==> src/rtl/uart_rx_fifo.sv <==
// Receive FIFO between the UART receiver and the host read path.
// Define RXFIFO_FWFT_EN for first-word-fall-through reads.
module uart_rx_fifo #(
   parameter int DATA_BITS = 8,
   parameter int ADDR_W    = 4
) (
   input  logic                 clk,
   input  logic                 rst,
   input  logic                 wr_en,
   input  logic [DATA_BITS-1:0] wr_data,
   input  logic                 rd_en,
   output logic [DATA_BITS-1:0] rd_data,
   output logic                 rd_valid,
   input  logic                 bist_mode,
   input  logic [ADDR_W:0]      afull_thresh,
   input  logic                 clr_ovf,
   output logic [ADDR_W:0]      level,
   output logic                 empty,
   output logic                 full,
   output logic                 almost_full,
   output logic                 overflow,
   output logic                 underflow
);

   localparam int DEPTH = 2**ADDR_W;
   localparam int LVL_W = ADDR_W + 1;
   localparam logic [LVL_W-1:0]  DEPTH_L = LVL_W'(DEPTH);
   localparam logic [LVL_W-1:0]  LVL_ONE = LVL_W'(1);
   localparam logic [ADDR_W-1:0] PTR_ONE = ADDR_W'(1);

   logic [DATA_BITS-1:0] mem_q [DEPTH];

   logic [ADDR_W-1:0] wr_ptr_q, wr_ptr_d;
   logic [ADDR_W-1:0] rd_ptr_q, rd_ptr_d;
   logic [LVL_W-1:0]  level_q, level_d;
   logic              empty_q, empty_d;
   logic              full_q, full_d;
   logic              afull_q, afull_d;
   logic              ovf_q, ovf_d;
   logic              udf_q, udf_d;
   logic              rd_acc, wr_acc;

   always_comb begin
      rd_acc = rd_en & ~empty_q & ~bist_mode;
      wr_acc = wr_en & ~bist_mode & (~full_q | rd_acc);

      wr_ptr_d = wr_acc ? wr_ptr_q + PTR_ONE : wr_ptr_q;
      rd_ptr_d = rd_acc ? rd_ptr_q + PTR_ONE : rd_ptr_q;

      level_d = level_q;
      if (wr_acc && !rd_acc) begin
         level_d = level_q + LVL_ONE;
      end else if (rd_acc && !wr_acc) begin
         level_d = level_q - LVL_ONE;
      end

      empty_d = (level_d == '0);
      full_d  = (level_d == DEPTH_L);

      // BIST freezes the threshold compare and the sticky flag too
      afull_d = afull_q;
      ovf_d   = ovf_q;
      if (!bist_mode) begin
         afull_d = (level_d >= afull_thresh);
         ovf_d   = (wr_en & full_q & ~rd_acc) | (ovf_q & ~clr_ovf);
      end
      udf_d = rd_en & empty_q & ~bist_mode;
   end

   always_ff @(posedge clk) begin
      if (wr_acc) begin
         mem_q[wr_ptr_q] <= wr_data;
      end
   end

   always_ff @(posedge clk or posedge rst) begin
      if (rst) begin
         wr_ptr_q <= '0;
         rd_ptr_q <= '0;
         level_q  <= '0;
         empty_q  <= 1'b1;
         full_q   <= 1'b0;
         afull_q  <= 1'b0;
         ovf_q    <= 1'b0;
         udf_q    <= 1'b0;
      end else begin
         wr_ptr_q <= wr_ptr_d;
         rd_ptr_q <= rd_ptr_d;
         level_q  <= level_d;
         empty_q  <= empty_d;
         full_q   <= full_d;
         afull_q  <= afull_d;
         ovf_q    <= ovf_d;
         udf_q    <= udf_d;
      end
   end

`ifdef RXFIFO_FWFT_EN
   // Head word shows through; zero while empty so reset reads as 0
   assign rd_data  = empty_q ? '0 : mem_q[rd_ptr_q];
   assign rd_valid = ~empty_q;
`else
   logic [DATA_BITS-1:0] rd_data_q, rd_data_d;
   logic                 rd_valid_q, rd_valid_d;

   always_comb begin
      rd_data_d  = rd_acc ? mem_q[rd_ptr_q] : rd_data_q;
      rd_valid_d = rd_acc;
   end

   always_ff @(posedge clk or posedge rst) begin
      if (rst) begin
         rd_data_q  <= '0;
         rd_valid_q <= 1'b0;
      end else begin
         rd_data_q  <= rd_data_d;
         rd_valid_q <= rd_valid_d;
      end
   end

   assign rd_data  = rd_data_q;
   assign rd_valid = rd_valid_q;
`endif

   assign level       = level_q;
   assign empty       = empty_q;
   assign full        = full_q;
   assign almost_full = afull_q;
   assign overflow    = ovf_q;
   assign underflow   = udf_q;

endmodule

==> config.mk <==
export PLATFORM = sky130hd
export DESIGN_NAME = uart_rx_fifo
export DESIGN_NICKNAME = d
export VERILOG_FILES = /design/src/rtl/uart_rx_fifo.sv
export SDC_FILE = /design/constraint.sdc
export NUM_CORES = 1
export LEC_CHECK = 0
export CAP_MARGIN = 20
export CORE_ASPECT_RATIO = 0.6
export CORE_MARGIN = 5
export CORE_UTILIZATION = 35
export CTS_CLUSTER_SIZE = 12
export DETAILED_ROUTE_END_ITERATION = 7
export GPL_ROUTABILITY_DRIVEN = 0
export HOLD_SLACK_MARGIN = 0.15
export PLACE_DENSITY = 0.57
export SETUP_SLACK_MARGIN = 0.02
export SKIP_CTS_REPAIR_TIMING = 1
export SKIP_LAST_GASP = 1
export SLEW_MARGIN = 25
export SYNTH_ARGS = -nofsm -noshare
export SYNTH_HDL_FRONTEND = slang
export SYNTH_SLANG_ARGS = --single-unit
==> constraint.sdc <==
create_clock -name clk -period 2.9 [get_ports clk]
set_input_delay 0.435 -clock clk [delete_from_list [all_inputs] [get_ports clk]]
set_output_delay 0.435 -clock clk [all_outputs]
set_load 0.03 [all_outputs]
-- Word level (Yosys, flattened, before mapping)
Memories as Yosys holds them, arrays and structs flattened. A register that Yosys moved wholly into a read port is not among the register bits.
Index checks and enable logic that the tools add are counted.
- memories: 1
- register bits: 19
- word-level logic and storage cells: 41
- bits in writable memories: 128
- bits of input ports: 19
- output and inout port bits: 19
- bitwise logic cells: 16
- multiplexer cells: 4
- $add $sub $neg: 4
- magnitude comparators: 1
- equal/unequal tests: 1
- reduce and logical (&&, ||, !) cells: 5
- memory list (name ; depth ; bits a word ; rd ports ; clocked after Yosys merged registers in ; wr ports ; RTL line ; RTL):
    mem_q ; 16 ; 8 ; 1 ; 1 ; 1 ; 31 ; logic [DATA_BITS-1:0] mem_q [DEPTH];
- operators by type and width (operator ; count):
    2-to-1 mux 5 bit ; 2
    AND 1 bit ; 9
    adder 4 x 1 -> 4 bit (second input constant) ; 2
    adder 5 x 1 -> 5 bit (second input constant) ; 1
    equality test 5 bit (second input constant) ; 1
    greater-or-equal comparator 5 bit ; 1
    zero test 5 bit ; 1
    inverter 1 bit ; 5
    subtractor 5 x 1 -> 5 bit (second input constant) ; 1
    logical AND 1 bit ; 2
    zero test 1 bit ; 2
    2-to-1 mux 1 bit ; 2
    bitwise OR 1 bit ; 2

-- Longest topological paths before layout
Gate-level depths: netlist of the first run.
- word-level depth: 10
- gate-level depth with buffers: 11
- depth with buffers taken out: 11

-- Least setup slack after synthesis of the first run
No wires, ideal clock.
- path type: register -> register
- start point: register level_q[0], in the netlist level[0]
- end point: register afull_q, in the netlist almost_full
- stages on the path, launching flop included: 12
- setup slack: 0.628 ns
- period minus slack after synthesis: 2.272 ns
- arrival: 2.145 ns
- library setup time: 0.128 ns
- buffers on the path: 0
- required time: 2.772 ns
- path through: dfrtp_1 inv_1 ha_1 nor3_1 a21oi_1 o21ai_0 o21ai_0 ha_1 a21oi_1 nor2b_1 o21ai_0 a21oi_1
- word-level cells in the longest chain between the ends: 4
- elaborated cells on any way between the ends: 5
- classes of those cells: 2 x add/sub; 1 x order compare; 2 x mux
- RTL lines (what ; RTL line ; RTL):
    start: declaration ; 35 ; logic [LVL_W-1:0] level_q, level_d;
    start signal: assignment ; 89 ; level_q <= level_d;
    subtractor 5 x 1 -> 5 bit ; 54 ; level_d = level_q - LVL_ONE;
    2-to-1 mux 5 bit ; 53 ; end else if (rd_acc && !wr_acc) begin
    2-to-1 mux 5 bit * ; 51 ; if (wr_acc && !rd_acc) begin
    via level_d[1] ; 35 ;
    greater-or-equal comparator 5 bit * ; 64 ; afull_d = (level_d >= afull_thresh);
    end signal: assignment ; 92 ; afull_q <= afull_d;
    end: declaration ; 38 ; logic afull_q, afull_d;
The timed path passes the listed nets; every way through them passes the cells marked *.
A chain may end at the register's enable or synchronous reset.

-- Worst setup path in the final report of the first run
Ends and elaborated chain as after synthesis.

==> out/summary.txt, run 1 <==
Initial drt markers: 307
Antenna fix cells: 0
Worst skew pair latency: 0.42 ns
Post-synth cell types: 49
Critical Path Fanout Max: 6
Worst Path Buf+Inv: 1
Pleak: 2.74 nW
Worst Hold Class: in -> async
Footprint of the multi-input gates: 1710 µm²
Worst endpoint required time: 3.19 ns
Total GRT Usage: 0.139
Width of the die: 185 µm
Clock slew seen by the registers of the worst setup and hold paths: 0.06 ns
Hpwl dp: 9570 µm
TritonCTS clock tree: yes
TritonCTS Buffers: 17
Htree depth: 4
Antenna Nets Post-Route: 0
Pin count of the biggest net entering global routing: 22
Synth Net Count: 392
Io pins: 38
Sequential share of the synthesized area: 0.706
Max stage delay on crit path: 0.46 ns
Overflow after GRT: 0
FP Rows: 38
Vias in the first global route: 3532
Core ar.: 18000 µm²
Crit-path slowest cell: dfrtp_1
Final hold viol count: 0
Wire length per cell: 20.2 µm
CTS root buffer: clkbuf_16
Routed WL: 13800 µm
Area of the mapped netlist: 6410 µm²
P&R area growth vs syn: 21.6%
VDD IR max: 0.379 mV
Nets@finish: 460
Delay-heaviest family, CP: compound AO/OA/AOI/OAI gates
Final Critical Period: 2.39 ns
Pwr/cell area: 933 nW/µm²
Final setup viols: 0
Crit. End Element: register
Reg2Reg Depth: 11
CP arrival: 2.69 ns
Final Util: 0.432
Syn Area/Cell: 17.7 µm²
Synth warnings: 0
Slew headroom: 0.379
Antenna violations before repair: 1
Period Utilization, post-route: 0.825
Total number of vias: 3480
Max Freq: 418 MHz
Flops & latches, synth: 155
Cells along the critical path: inv_1 > ha_1 > nor3_1 > a21oi_1 > o21ai_0 > o21ai_0 > ha_1 > a21oi_1 > nor2b_1 > o21ai_0 > a21oi_1
Starting density of the core: 0.356
DR vias/cell: 5.10
Max_cap viols: 0
Residual DRC: 0
FF/Latch Area: 4520 µm²
DIE AREA: 21200 µm²
Clock Skews: 0.00885 ns
RSZ-0062 raised after global routing: no
Die Y: 115 µm
Worst path depth: 11
Fillers: 1564
Crit path kind: reg -> reg
Sink Count: 155
Layout cells sized above 1: 0.219
Run status: finished, final reports clean
First-pass GRT wire length: 21400 µm
Clock buffer depth: 2
Setup TNS: 0 ns
Mapped Cells: 361
Slew @ Worst Pin: 0.931 ns
Pins Over Slew Limit: 0
Crit start category: register
Port buffer count: 37
1st-pass router iterations: 5
## placed cells by master (no fill, tap or decap), types with 2 or more instances in the layout
cell             synthesis  final
nand4_1                  2      2
nand4b_1                 2      2
clkbuf_16                0     17
buf_4                    3     26
bufinv_16                0      3
ha_1                    12     12
xnor2_1                  7      7
nor3_1                  10     10
mux2_2                   2      2
nor2b_1                  2      2
clkinv_4                 0      6
a22oi_1                  4      4
a21oi_1                  9      9
clkinvlp_4               0      2
nor2_1                  10     10
and3b_1                  2      2
xor2_1                   2      2
nand3_1                  7      7
nor4_2                   2      2
nand2b_1                13     13
clkbuf_1                 2      2
and2_1                   8      8
dfrtp_1                 26     25
mux4_2                  28     28
o21ai_1                  2      2
mux4_1                   3      3
nand2_1                 15     15
o21ai_0                  5      5
inv_1                   17     17
o211ai_1                 4      4
clkdlybuf4s50_1          0     37
mux2i_1                  6      6
edfxtp_1               128    128
## Yosys cell counts (all sizes together)
master,instances,share of area
nand3,7,0.0055
xor2,2,0.0027
nor3,10,0.0078
a2bb2oi,1,0.0014
a211o,1,0.0014
nand2,15,0.0088
nor3b,1,0.0012
or4b,1,0.0021
mux2,2,0.0035
buf,13,0.016
nand2b,13,0.013
o21bai,1,0.0012
xnor2,8,0.012
ha,12,0.023
o211ai,4,0.0047
and2b,1,0.0012
nor4,3,0.0049
o31ai,1,0.0012
dfrtp,26,0.10
edfxtp,128,0.60
inv,18,0.011
and3,1,0.00098
a22oi,5,0.0066
nand4,2,0.0020
and2,8,0.0078
nor2,10,0.0059
o22ai,1,0.0020
dfstp,1,0.0041
mux2i,6,0.0094
clkbuf,2,0.0012
and3b,2,0.0027
or2,1,0.00098
a21oi,10,0.0084
mux4,31,0.11
o21ai,7,0.0055
a2111oi,1,0.0014
nand4b,2,0.0027
o32ai,1,0.0025
nor2b,2,0.0020
## worst register-to-register path: stages, from the launching register on
cell and delay (ns):
dfrtp_1 0.46, inv_1 0.10, ha_1 0.35, nor3_1 0.21, a21oi_1 0.08, o21ai_0 0.13
o21ai_0 0.14, ha_1 0.29, a21oi_1 0.20, nor2b_1 0.07, o21ai_0 0.15, a21oi_1 0.08
## registers in the layout, indices dropped and copies added, names as in the netlist, 4 cells and up
register	flops
mem_q	128
rd_data	8
level	5
rd_ptr_q	4
wr_ptr_q	4
## report_power, final
part           internal [mW]  total [mW]  switching [mW]
clock                   1.36        2.25           0.890
combinational          0.983        1.98           0.998
sequential              2.67        3.04           0.367
total                   5.01        7.27            2.26
## logic make-up after synthesis
group / after synthesis / synth area share
AO/OA/AOI/OAI: 33 / 0.0361
AND/OR/NAND/NOR: 79 / 0.0691
adder cells (fa/ha/maj): 12 / 0.0234
XOR/XNOR: 10 / 0.0148
buffers and inverters: 33 / 0.0273
flip-flops: 155 / 0.706
multiplexers: 39 / 0.124
## area by class of cell
cell class | instances | share of cell area
sequential | 155 | 0.580
tap | 240 | 0.0385
clock buffer | 19 | 0.0556
clock inverter | 13 | 0.0218
inverter | 18 | 0.00867
multi-input combinational | 173 | 0.220
timing repair buffer | 64 | 0.0752
## through the flow
stage / worst slack [ns] / cell area, µm² / cells / hold WS, ns / power (mW)
4_1_cts: 0.505 / 7790 / 682 / 0.352 / 7.36
6_report: 0.508 / 7790 / 682 / 0.353 / 7.27
3_3_place_gp: 0.205 / 7190 / 650 / 0.483 / 5.07
2_1_floorplan: 0.628 / 6410 / 361 / 0.487 / 4.39
5_1_grt: 0.309 / 7790 / 682 / 0.383 / 7.63
3_5_place_dp: 0.173 / 7190 / 650 / 0.491 / 5.09
## worst paths after layout
kind	start	end	slack (ns)
setup / recovery	level[0]	almost_full	0.51
hold / removal	rst	rd_ptr_q[2]	0.35
setup reg to reg	level[0]	almost_full	0.51
hold reg to reg	overflow	overflow	0.50
max in group asynchronous	rst	empty	1.84
min in group clk	overflow	overflow	0.50
## routing by layer
layer  track usage  vias up  share of wire
met3        0.0319        8          0.048
met5             0        -              0
met1         0.219     1841           0.52
li1              -     1542              -
met2         0.190       89           0.43
met4        0.0425        0         0.0073
No activity file was read; power rests on OpenSTA's default activity.
==> inputs of run 2 (changes only) <==
- PLACE_DENSITY: 0.57 -> 0.58
- clock period: 2.9 -> 2.09 ns (I/O delays scaled with it)
==> run 2 against run 1 <==
  * The run now ends with setup timing left
  * Power up 52%
  * Largest power group unchanged
  * Combinational power up 72%
  * Critical path type unchanged
  * Critical path depth down 1
==> out/summary.txt, run 2 (same netlist as run 1, synthesis figures left out) <==
Run status: finished with violations
Failing checks: setup timing
Commonest non-fill, non-tap cells in the layout: edfxtp_1, buf_4, clkdlybuf4s50_1
Wire length per cell: 20.5 µm
Setup TNS: -0.0933 ns
Footprint of the multi-input gates: 1780 µm²
Worst endpoint required time: 2.38 ns
Layout cells sized above 1: 0.304
Delay-heaviest family, CP: simple AND/OR/NAND/NOR gates
FP Rows: 38
Cells along the critical path: and2b_2 > nor2_4 > o21bai_2 > xnor2_2 > ha_1 > nand2b_1 > a21oi_2 > nor2b_1 > o21ai_1 > a21oi_1
Worst Hold Class: in -> async
Worst skew pair latency: 0.41 ns
Final hold viol count: 0
FF/Latch Area: 4530 µm²
Max_cap viols: 0
Slew headroom: 0.569
Crit-path slowest cell: dfstp_2
Htree depth: 4
Residual DRC: 0
Largest register FFs: 128
Worst Path Buf+Inv: 0
Max stage delay on crit path: 0.55 ns
Overflow after GRT: 0
Sink Count: 155
Antenna violations before repair: 0
Pwr/cell area: 1340 nW/µm²
Top reg by flops: mem_q
CP arrival: 2.48 ns
TritonCTS Buffers: 17
Design Area, Final: 8260 µm²
Total number of vias: 3591
Crit start category: register
Dpl cell area: 7510 µm²
DIE AREA: 21200 µm²
Io pins: 38
Crit path kind: reg -> reg
Period Utilization, post-route: 1.04
Hpwl dp: 10200 µm
Port buffer count: 37
Slew @ Worst Pin: 0.645 ns
TritonCTS clock tree: yes
Final setup viols: 1
1st-pass router iterations: 5
Pleak: 2.99 nW
Power consumption: 11.0 mW
Starting density of the core: 0.356
VDD IR max: 0.543 mV
Routed WL: 14600 µm
Most common cell after layout, fill and taps aside: edfxtp_1
DR vias/cell: 5.03
Core ar.: 18000 µm²
Vias in the first global route: 3713
Fin worst setup slack: -0.0933 ns
Critical Path Fanout Max: 3
First-pass GRT wire length: 22900 µm
Pin count of the biggest net entering global routing: 28
Width of the die: 185 µm
Total GRT Usage: 0.147
Clock slew seen by the registers of the worst setup and hold paths: 0.06 ns
Clock buffer depth: 2
Antenna Nets Post-Route: 0
Pins Over Slew Limit: 0
Fillers: 1497
Worst path depth: 10
Final Critical Period: 2.18 ns
Initial drt markers: 366
CTS root buffer: clkbuf_16
P&R area growth vs syn: 28.9%
Nets@finish: 492
Crit. End Element: register
Antenna fix cells: 0
RSZ-0062 raised after global routing: yes
Max Freq: 458 MHz
Die Y: 115 µm
Reg2Reg Depth: 10
Clock Skews: 0.00816 ns
[run 2: cell types whose count changed in the layout (fill, tap and decap cells not counted), sizes merged]
cell | previous run | this run
buf | 27 | 59
bufinv | 3 | 7
clkdlybuf4s50 | 37 | 36
clkinv | 7 | 2
clkinvlp | 2 | 1
dlymetal6s2s | 0 | 1
inv | 19 | 21
[run 2: final cells by class]
type	instances	area share
well taps	240	0.0364
flip-flops and latches	155	0.548
repair buffers	96	0.108
clock inverters	13	0.0317
clock buffers	19	0.0524
multi-input cells	173	0.216
inverters	18	0.00818
[run 2: worst paths after layout]
| kind | from | to | slack (ns) |
|---|---|---|---|
| min in group clk | overflow | overflow | 0.50 |
| max reg2reg | empty | almost_full | -0.09 |
| min reg2reg | overflow | overflow | 0.50 |
| max | empty | almost_full | -0.09 |
| min | rst | level[1] | 0.31 |
| max in group asynchronous | rst | empty | 1.43 |
[run 2: metrics by stage]
stage	util	hold slack [ns]	std cells	worst slack, ns
floorplan	-	0.365	361	-0.00542
global placement	0.417	0.480	681	-0.366
detailed placement	0.417	0.481	681	-0.466
CTS	0.455	0.306	713	-0.221
global route	0.458	0.351	714	-0.182
finish	0.458	0.307	714	-0.0933
[run 2: worst register-to-register path: cells and delay by family (launching register included)]
kind | cells | cell delay (ns)
flops | 1 | 0.55
fa+ha+maj | 1 | 0.29
xor+xnor | 1 | 0.16
compound gates | 4 | 0.49
simple gates | 4 | 0.58
[run 2: per-layer routing]
layer / track usage / vias up / wire (µm)
met4: 0.0445 / 0 / 131
met1: 0.228 / 1878 / 7220
met2: 0.207 / 99 / 6390
met5: 0 / - / 0
li1: - / 1601 / -
met3: 0.0345 / 13 / 887
[run 2: power by group]
part           switching, mW  total (mW)  internal, mW  leakage (nW)
clock network           1.24        3.62          2.38         0.333
registers              0.313        4.02          3.71          1.48
logic                   1.73        3.40          1.68          1.17
